## src/rtl/fft_inplc_frame_ctrl_if.sv

```systemverilog
// Bundles the ADC stream, the FFT core buffer/readout handshake and the per-bin power output.
// The controller uses the master view; the environment (core model, ADC source, sink) uses the slave view.
interface fft_inplc_frame_ctrl_if #(
    parameter int WIDTH  = 18,
    parameter int POINTS = 256
);
    localparam int IW = $clog2(POINTS);

    logic                     s_valid;
    logic                     s_ready;
    logic signed [WIDTH-1:0]  s_re;
    logic signed [WIDTH-1:0]  s_im;

    logic signed [WIDTH-1:0]  fft_datai_re;
    logic signed [WIDTH-1:0]  fft_datai_im;
    logic                     fft_datai_valid;
    logic                     fft_buf_ready;
    logic                     fft_outp_ready;
    logic                     fft_read_outp;
    logic signed [WIDTH-1:0]  fft_datao_re;
    logic signed [WIDTH-1:0]  fft_datao_im;
    logic                     fft_datao_valid;

    logic [2*WIDTH-1:0]       m_power;
    logic [IW-1:0]            m_index;
    logic                     m_valid;
    logic                     m_last;
    logic                     err;

    modport master (
        input  s_valid, s_re, s_im,
        input  fft_buf_ready, fft_outp_ready,
        input  fft_datao_re, fft_datao_im, fft_datao_valid,
        output s_ready,
        output fft_datai_re, fft_datai_im, fft_datai_valid, fft_read_outp,
        output m_power, m_index, m_valid, m_last, err
    );

    modport slave (
        output s_valid, s_re, s_im,
        output fft_buf_ready, fft_outp_ready,
        output fft_datao_re, fft_datao_im, fft_datao_valid,
        input  s_ready,
        input  fft_datai_re, fft_datai_im, fft_datai_valid, fft_read_outp,
        input  m_power, m_index, m_valid, m_last, err
    );
endinterface

```

## src/rtl/fft_inplc_frame_ctrl.sv

```systemverilog
// Frame controller for the in-place FFT core: loads POINTS samples per frame, requests the
// readout, and turns each returned bin into an unsigned re^2+im^2 power with its bin index.
module fft_inplc_frame_ctrl #(
    parameter int POINTS  = 256,
    parameter int WIDTH   = 18,
    parameter int TIMEOUT = 4096
) (
    input  logic                   clk_i,
    input  logic                   rst_i,
    fft_inplc_frame_ctrl_if.master bus
);
    localparam int IW = $clog2(POINTS);
    localparam int TW = $clog2(TIMEOUT + 1);
    localparam int PW = 2 * WIDTH;

    typedef enum logic [1:0] {
        IDLE     = 2'd0,
        LOAD     = 2'd1,
        WAIT_OUT = 2'd2,
        READ     = 2'd3
    } state_e;

    state_e          state_q, state_d;
    logic [IW-1:0]   cnt_q, cnt_d;
    logic [TW-1:0]   timer_q, timer_d;
    logic            err_q, err_d;
    logic            read_outp_q, read_outp_d;

    logic            s_xfer;
    logic            beat;
    logic            last_beat;
    logic            timed_out;

    logic signed [WIDTH-1:0] datai_re_q, datai_im_q;
    logic                    datai_valid_q;

    logic signed [WIDTH-1:0] comp [2];
    logic [PW-2:0]           sq_d [2];
    logic [PW-2:0]           sq_q [2];
    logic                    p1_valid_q, p1_last_q;
    logic [IW-1:0]           p1_idx_q;

    logic [PW-1:0]           m_power_q;
    logic [IW-1:0]           m_index_q;
    logic                    m_valid_q, m_last_q;

    assign s_xfer    = (state_q == LOAD) && bus.s_valid;
    assign beat      = (state_q == READ) && bus.fft_datao_valid;
    assign last_beat = beat && (cnt_q == IW'(POINTS - 1));
    assign timed_out = (state_q == READ) && !bus.fft_datao_valid && (timer_q == TW'(TIMEOUT - 1));

    // FSM state register
    always_ff @(posedge clk_i) begin
        if (rst_i) begin
            state_q     <= IDLE;
            cnt_q       <= '0;
            timer_q     <= '0;
            err_q       <= 1'b0;
            read_outp_q <= 1'b0;
        end else begin
            state_q     <= state_d;
            cnt_q       <= cnt_d;
            timer_q     <= timer_d;
            err_q       <= err_d;
            read_outp_q <= read_outp_d;
        end
    end

    // FSM next-state logic; one counter serves as sample count in LOAD and beat index in READ
    always_comb begin
        state_d     = state_q;
        cnt_d       = cnt_q;
        timer_d     = timer_q;
        err_d       = err_q;
        read_outp_d = 1'b0;
        unique case (state_q)
            IDLE: begin
                if (bus.fft_buf_ready) begin
                    state_d = LOAD;
                    cnt_d   = '0;
                end
            end
            LOAD: begin
                if (s_xfer) begin
                    cnt_d = cnt_q + IW'(1);
                    if (cnt_q == IW'(POINTS - 1)) begin
                        state_d = WAIT_OUT;
                    end
                end
            end
            WAIT_OUT: begin
                if (bus.fft_outp_ready) begin
                    state_d     = READ;
                    read_outp_d = 1'b1;
                    cnt_d       = '0;
                    timer_d     = '0;
                end
            end
            READ: begin
                if (beat) begin
                    cnt_d   = cnt_q + IW'(1);
                    timer_d = '0;
                    if (last_beat) begin
                        state_d = IDLE;
                    end
                end else if (timed_out) begin
                    err_d   = 1'b1;
                    state_d = IDLE;
                end else begin
                    timer_d = timer_q + TW'(1);
                end
            end
            default: state_d = IDLE;
        endcase
        // A result beat the controller did not ask for means the core and host are out of step.
        if (bus.fft_datao_valid && (state_q != READ)) begin
            err_d = 1'b1;
        end
    end

    // FSM outputs
    always_comb begin
        bus.s_ready         = (state_q == LOAD);
        bus.fft_read_outp   = read_outp_q;
        bus.err             = err_q;
        bus.fft_datai_re    = datai_re_q;
        bus.fft_datai_im    = datai_im_q;
        bus.fft_datai_valid = datai_valid_q;
        bus.m_power         = m_power_q;
        bus.m_index         = m_index_q;
        bus.m_valid         = m_valid_q;
        bus.m_last          = m_last_q;
    end

    always_ff @(posedge clk_i) begin
        if (rst_i) begin
            datai_re_q    <= '0;
            datai_im_q    <= '0;
            datai_valid_q <= 1'b0;
        end else begin
            datai_valid_q <= s_xfer;
            if (s_xfer) begin
                datai_re_q <= bus.s_re;
                datai_im_q <= bus.s_im;
            end
        end
    end

    assign comp[0] = bus.fft_datao_re;
    assign comp[1] = bus.fft_datao_im;

    // Stage 1: a square of a WIDTH-bit signed value never exceeds 2^(2W-2), so 2W-1 bits suffice.
    for (genvar gi = 0; gi < 2; gi++) begin : g_square
        logic signed [PW-1:0] ext;
        assign ext      = {{WIDTH{comp[gi][WIDTH-1]}}, comp[gi]};
        assign sq_d[gi] = (PW-1)'(ext * ext);

        always_ff @(posedge clk_i) begin
            if (rst_i) begin
                sq_q[gi] <= '0;
            end else if (beat) begin
                sq_q[gi] <= sq_d[gi];
            end
        end
    end

    // Pipe keeps running after a timeout so already-accepted beats still come out.
    always_ff @(posedge clk_i) begin
        if (rst_i) begin
            p1_valid_q <= 1'b0;
            p1_last_q  <= 1'b0;
            p1_idx_q   <= '0;
            m_power_q  <= '0;
            m_index_q  <= '0;
            m_valid_q  <= 1'b0;
            m_last_q   <= 1'b0;
        end else begin
            p1_valid_q <= beat;
            p1_last_q  <= last_beat;
            if (beat) begin
                p1_idx_q <= cnt_q;
            end
            m_valid_q <= p1_valid_q;
            m_last_q  <= p1_valid_q & p1_last_q;
            if (p1_valid_q) begin
                m_power_q <= {1'b0, sq_q[0]} + {1'b0, sq_q[1]};
                m_index_q <= p1_idx_q;
            end
        end
    end
endmodule

```

## src/flat_wrapper.sv

```systemverilog
// flat-port wrapper written by rule: the top's interface ports become plain ports
module fft_inplc_frame_ctrl_flat 
#(
    parameter int POINTS  = 256,
    parameter int WIDTH   = 18,
    parameter int TIMEOUT = 4096
)
  (clk_i, rst_i, bus_s_valid, bus_s_re, bus_s_im, bus_fft_buf_ready, bus_fft_outp_ready, bus_fft_datao_re, bus_fft_datao_im, bus_fft_datao_valid, bus_s_ready, bus_fft_datai_re, bus_fft_datai_im, bus_fft_datai_valid, bus_fft_read_outp, bus_m_power, bus_m_index, bus_m_valid, bus_m_last, bus_err);
  fft_inplc_frame_ctrl_if #(.WIDTH(WIDTH), .POINTS(POINTS)) bus_i ();
  input  logic clk_i;
  input  logic rst_i;
  input wire logic [$bits(bus_i.s_valid)-1:0] bus_s_valid;
  input wire logic [$bits(bus_i.s_re)-1:0] bus_s_re;
  input wire logic [$bits(bus_i.s_im)-1:0] bus_s_im;
  input wire logic [$bits(bus_i.fft_buf_ready)-1:0] bus_fft_buf_ready;
  input wire logic [$bits(bus_i.fft_outp_ready)-1:0] bus_fft_outp_ready;
  input wire logic [$bits(bus_i.fft_datao_re)-1:0] bus_fft_datao_re;
  input wire logic [$bits(bus_i.fft_datao_im)-1:0] bus_fft_datao_im;
  input wire logic [$bits(bus_i.fft_datao_valid)-1:0] bus_fft_datao_valid;
  output wire logic [$bits(bus_i.s_ready)-1:0] bus_s_ready;
  output wire logic [$bits(bus_i.fft_datai_re)-1:0] bus_fft_datai_re;
  output wire logic [$bits(bus_i.fft_datai_im)-1:0] bus_fft_datai_im;
  output wire logic [$bits(bus_i.fft_datai_valid)-1:0] bus_fft_datai_valid;
  output wire logic [$bits(bus_i.fft_read_outp)-1:0] bus_fft_read_outp;
  output wire logic [$bits(bus_i.m_power)-1:0] bus_m_power;
  output wire logic [$bits(bus_i.m_index)-1:0] bus_m_index;
  output wire logic [$bits(bus_i.m_valid)-1:0] bus_m_valid;
  output wire logic [$bits(bus_i.m_last)-1:0] bus_m_last;
  output wire logic [$bits(bus_i.err)-1:0] bus_err;
  assign bus_i.s_valid = bus_s_valid;
  assign bus_i.s_re = bus_s_re;
  assign bus_i.s_im = bus_s_im;
  assign bus_i.fft_buf_ready = bus_fft_buf_ready;
  assign bus_i.fft_outp_ready = bus_fft_outp_ready;
  assign bus_i.fft_datao_re = bus_fft_datao_re;
  assign bus_i.fft_datao_im = bus_fft_datao_im;
  assign bus_i.fft_datao_valid = bus_fft_datao_valid;
  assign bus_s_ready = bus_i.s_ready;
  assign bus_fft_datai_re = bus_i.fft_datai_re;
  assign bus_fft_datai_im = bus_i.fft_datai_im;
  assign bus_fft_datai_valid = bus_i.fft_datai_valid;
  assign bus_fft_read_outp = bus_i.fft_read_outp;
  assign bus_m_power = bus_i.m_power;
  assign bus_m_index = bus_i.m_index;
  assign bus_m_valid = bus_i.m_valid;
  assign bus_m_last = bus_i.m_last;
  assign bus_err = bus_i.err;
  fft_inplc_frame_ctrl #(.POINTS(POINTS), .WIDTH(WIDTH), .TIMEOUT(TIMEOUT)) u_core (.clk_i(clk_i), .rst_i(rst_i), .bus(bus_i));
endmodule
```

## config.mk

```make
export PLATFORM = sky130hd
export DESIGN_NAME = fft_inplc_frame_ctrl_flat
export DESIGN_NICKNAME = d
export VERILOG_FILES = /design/src/rtl/fft_inplc_frame_ctrl_if.sv /design/src/rtl/fft_inplc_frame_ctrl.sv /design/src/flat_wrapper.sv
export SDC_FILE = /design/constraint.sdc
export NUM_CORES = 2
export LEC_CHECK = 0
export BUFFER_PORTS_ARGS = -buffer_cell sky130_fd_sc_hd__buf_2
export CORE_MARGIN = 4
export CORE_UTILIZATION = 60
export DETAILED_ROUTE_END_ITERATION = 16
export GPL_ROUTABILITY_DRIVEN = 0
export GPL_TIMING_DRIVEN = 0
export HOLD_SLACK_MARGIN = 0.05
export MAX_ROUTING_LAYER = met4
export PLACE_DENSITY = 0.79
export SLEW_MARGIN = 20
export SYNTH_ARGS = -nofsm -noshare
export SYNTH_HDL_FRONTEND = slang
export SYNTH_SLANG_ARGS = --single-unit
```

## constraint.sdc

```tcl
create_clock -name clk_i -period 8.4 [get_ports clk_i]
set_input_delay 1.68 -clock clk_i [delete_from_list [all_inputs] [get_ports clk_i]]
set_output_delay 1.68 -clock clk_i [all_outputs]
set_load 0.005 [all_outputs]
```

==> flow_summary.toml <==
[synthesis]
synth_edf_count = 68
ys.warnings.count = 0
synth.distinct_cells = 67
yosysSeqAreaShare_pct = 15.1
synth_top_area_cell = "fa_1"
ys_ff_latch = 186
synthCells = 3157
synth_area_leaders = "fa_1 (39%), inv_1 (11%), ha_1 (10%), dfxtp_1 (8.1%), edfxtp_1 (7.0%)"
async_flop_share_pct = 0
synth_top_area_share_pct = 39.5
synth_area_um2 = 29200
syn_area_per_cell_um2 = 9.25
syn-num-nets = 4051
synthFlopType = "dfxtp_1"

[clocking]
ctsHoldBuffers = 0
ctsHtreeMaxLevel = 4
clockRootBuffer = "clkbuf_16"
clk_latency_ps = 440
cts_tree = "built"
ctsLongestPathBuffers = 2
cts-buffers-inserted = 17
path_clk_slew_ps = 70
cts_num_sinks = 186

[timing]
rsz0062_at_grt = "true"
relSlewSlack_pct = 37.4
timing.final.crit_period_ps = 8180
max_freq_ghz = 0.122
hold_viol = 0
finalMaxSlewViolations = 0
worst_slew_pin_slew_ps = 938
skew_ps = 10.5
setup_tns_ps = 0
final-setup-viol-count = 0
period_share_pct = 97.3

[setup_path]
cp-end-kind = "flop"
critPathLaunch = "bus_fft_datao_im[6]"
slowest_delay_ps = 590
cpMostUsedCell = "fa_1"
cp_max_fo = 10
cp_cell_sequence = "buf_2 > clkbuf_1 > clkbuf_2 > nand2_1 > fa_1 > inv_1 > fa_1 > fa_1 > fa_1 > fa_1 > inv_1 > fa_1 > inv_1 > ha_1 > nand2_1 > nor2_1 > nand2_1 > o211a_1 > a21oi_1 > nor2_1 > a211o_1 > mux2i_1 > a311o_1"
start_kind = "input port"
crit_required_ps = 8580
arrival_ps = 8350
critPathKind = "input port to flop"
r2r-start = "u_core.sq_q[1][3]"
cpMaxStageDelayCell = "fa_1"

[hold_path]
holdCritPathClass = "flop to flop"
hold_path_startpoint = "u_core.bus.m_power[24]"

[run_status]
status = "finished, final reports clean"

[finish]
final_cell_mix = "inv_1 (839), fa_1 (576), nand2_1 (341)"
area.growth.synth_to_final_pct = 7.23
multi_input_area_um2 = 21300
nets = 4216
seqCellArea_um2 = 4400
fillers = 3859
n_antenna_cell = 0
layout-drive-gt1-share_pct = 6.78
final_common_cell = "inv_1"

[global_routing]
grt_pass1_wl_um = 115000
grt_overflow = 0
grt_max_degree = 54
grt_pass1_vias = 23256
grtUsageTotal_pct = 28.2
antenna_found_initial = 0

[route]
routed_via_density = 5.48
num_vias = 21665
top_layer = "met4"
drc = 0
routed-wl-met2_um = 34100
wl_met1_um = 25900
drt_wl_total_um = 68600
ant_nets = 0
drt_iter0_markers = 1606
wl_met3_um = 5570
dr.pass1.iters = 6
drt-wirelength-per-cell_um = 17.4

[floorplan]
die_w_um = 229
coreArea_um2 = 47900
die_h_um = 229
start_util_pct = 60.9
rows = 80
die_area_um2 = 52300
io-pin-count = 164

[place]
io_buffer_count = 150
dp_hpwl_um = 58200

[run]
cap_violations = 0
==> metal layers <==
metal,vias up,global-route usage (%)
met5,-,-
met4,0,10.6
met3,203,5.20
met2,801,47.1
met1,10824,34.4
li1,9837,-
==> logic make-up (layout without fill, tap and decap cells) <==
kind of cell	Yosys count	count (layout)	synth area share, %
buffers and inverters	939	1117	12.1
muxes	37	37	1.28
xor gates and xnor gates	117	117	3.51
adders and majority gates	816	816	49.8
and+or+nand+nor	764	764	11.7
DFF	186	186	15.1
AOI/OAI and AO/OA	298	298	6.57
==> critical path, delay by kind of cell <==
family	cells	cell delay [ps]
AOI/OAI and AO/OA	4	1130
adders and majority gates	7	3400
buffers and inverters	6	1260
muxes	1	140
and+or+nand+nor	5	720
==> final timing paths <==
path | end | slack [ps] | cells after the start
setup / recovery | u_core.sq_q[1][33] | 220 | 23
hold / removal | u_core.bus.m_power[24] | 450 | 2
setup reg to reg | u_core.bus.m_power[27] | 5350 | 10
hold reg to reg | u_core.bus.m_power[24] | 450 | 2
==> cells in the mapped netlist (all sizes together), types with 4 or more instances <==
| cell type | instances |
|---|---|
| a31oi | 9 |
| nor2b | 15 |
| nand2b | 23 |
| dfxtp | 118 |
| a211o | 6 |
| nand4 | 10 |
| o21ai | 49 |
| or3 | 6 |
| or2 | 7 |
| nand3 | 30 |
| o21a | 16 |
| a21o | 24 |
| nor3b | 9 |
| o21bai | 8 |
| a22o | 11 |
| nand2 | 341 |
| a21oi | 111 |
| a21boi | 6 |
| mux2i | 35 |
| clkbuf | 93 |
| fa | 576 |
| nor4 | 5 |
| edfxtp | 68 |
| a211oi | 13 |
| o31ai | 4 |
| nor2 | 190 |
| xor2 | 56 |
| inv | 840 |
| ha | 240 |
| buf | 6 |
| and2 | 83 |
| and3 | 10 |
| nor3 | 28 |
| o211ai | 8 |
| xnor2 | 61 |
==> final cells by class <==
cell class                 count  area share [%]
buffer                        94            1.25
clock buffer                  19            1.38
clock inverter                13           0.340
inverter                     840            10.1
multi-input combinational   2032            67.9
sequential                   186            14.1
tap                          615            2.46
timing repair buffer         151            2.49
==> what timing repair did <==
action                                 4_1_cts  5_1_grt
cloned                                       0        0
setup buffers                                0        0
gates resized for setup                      4       49
endpoints found under the hold margin        0        0
setup endpoints to repair                    1       12
==> registers in the layout, indices dropped and copies added, names as in the netlist <==
signal	count
u_core.bus.err	1
u_core.sq_q	68
u_core.p1_last_q	1
u_core.bus.fft_datai_re	18
u_core.state_q	2
u_core.bus.fft_datai_im	18
u_core.bus.m_power	36
u_core.bus.m_valid	1
u_core.timer_q	13
u_core.bus.m_index	8
u_core.bus.fft_read_outp	1
u_core.bus.m_last	1
u_core.p1_idx_q	8
u_core.p1_valid_q	1
u_core.bus.fft_datai_valid	1
u_core.cnt_q	8
==> metrics by stage <==
stage | cells | cell area (um^2) | utilization, % | worst slack, ps | hold slack (ps)
after floorplan | 3157 | 29200 | - | 664 | 406
after CTS | 3955 | 31300 | 65.3 | 43.3 | 450
final | 3950 | 31300 | 65.3 | 224 | 446
after global routing | 3950 | 31300 | 65.3 | -5.70 | 473
after global placement | 3922 | 30700 | 64.1 | -486 | 431
after detailed placement | 3923 | 30700 | 64.1 | -630 | 433
Power is not shown: default switching activity piles up to over one toggle a cycle in this logic, so the estimate is an artifact.
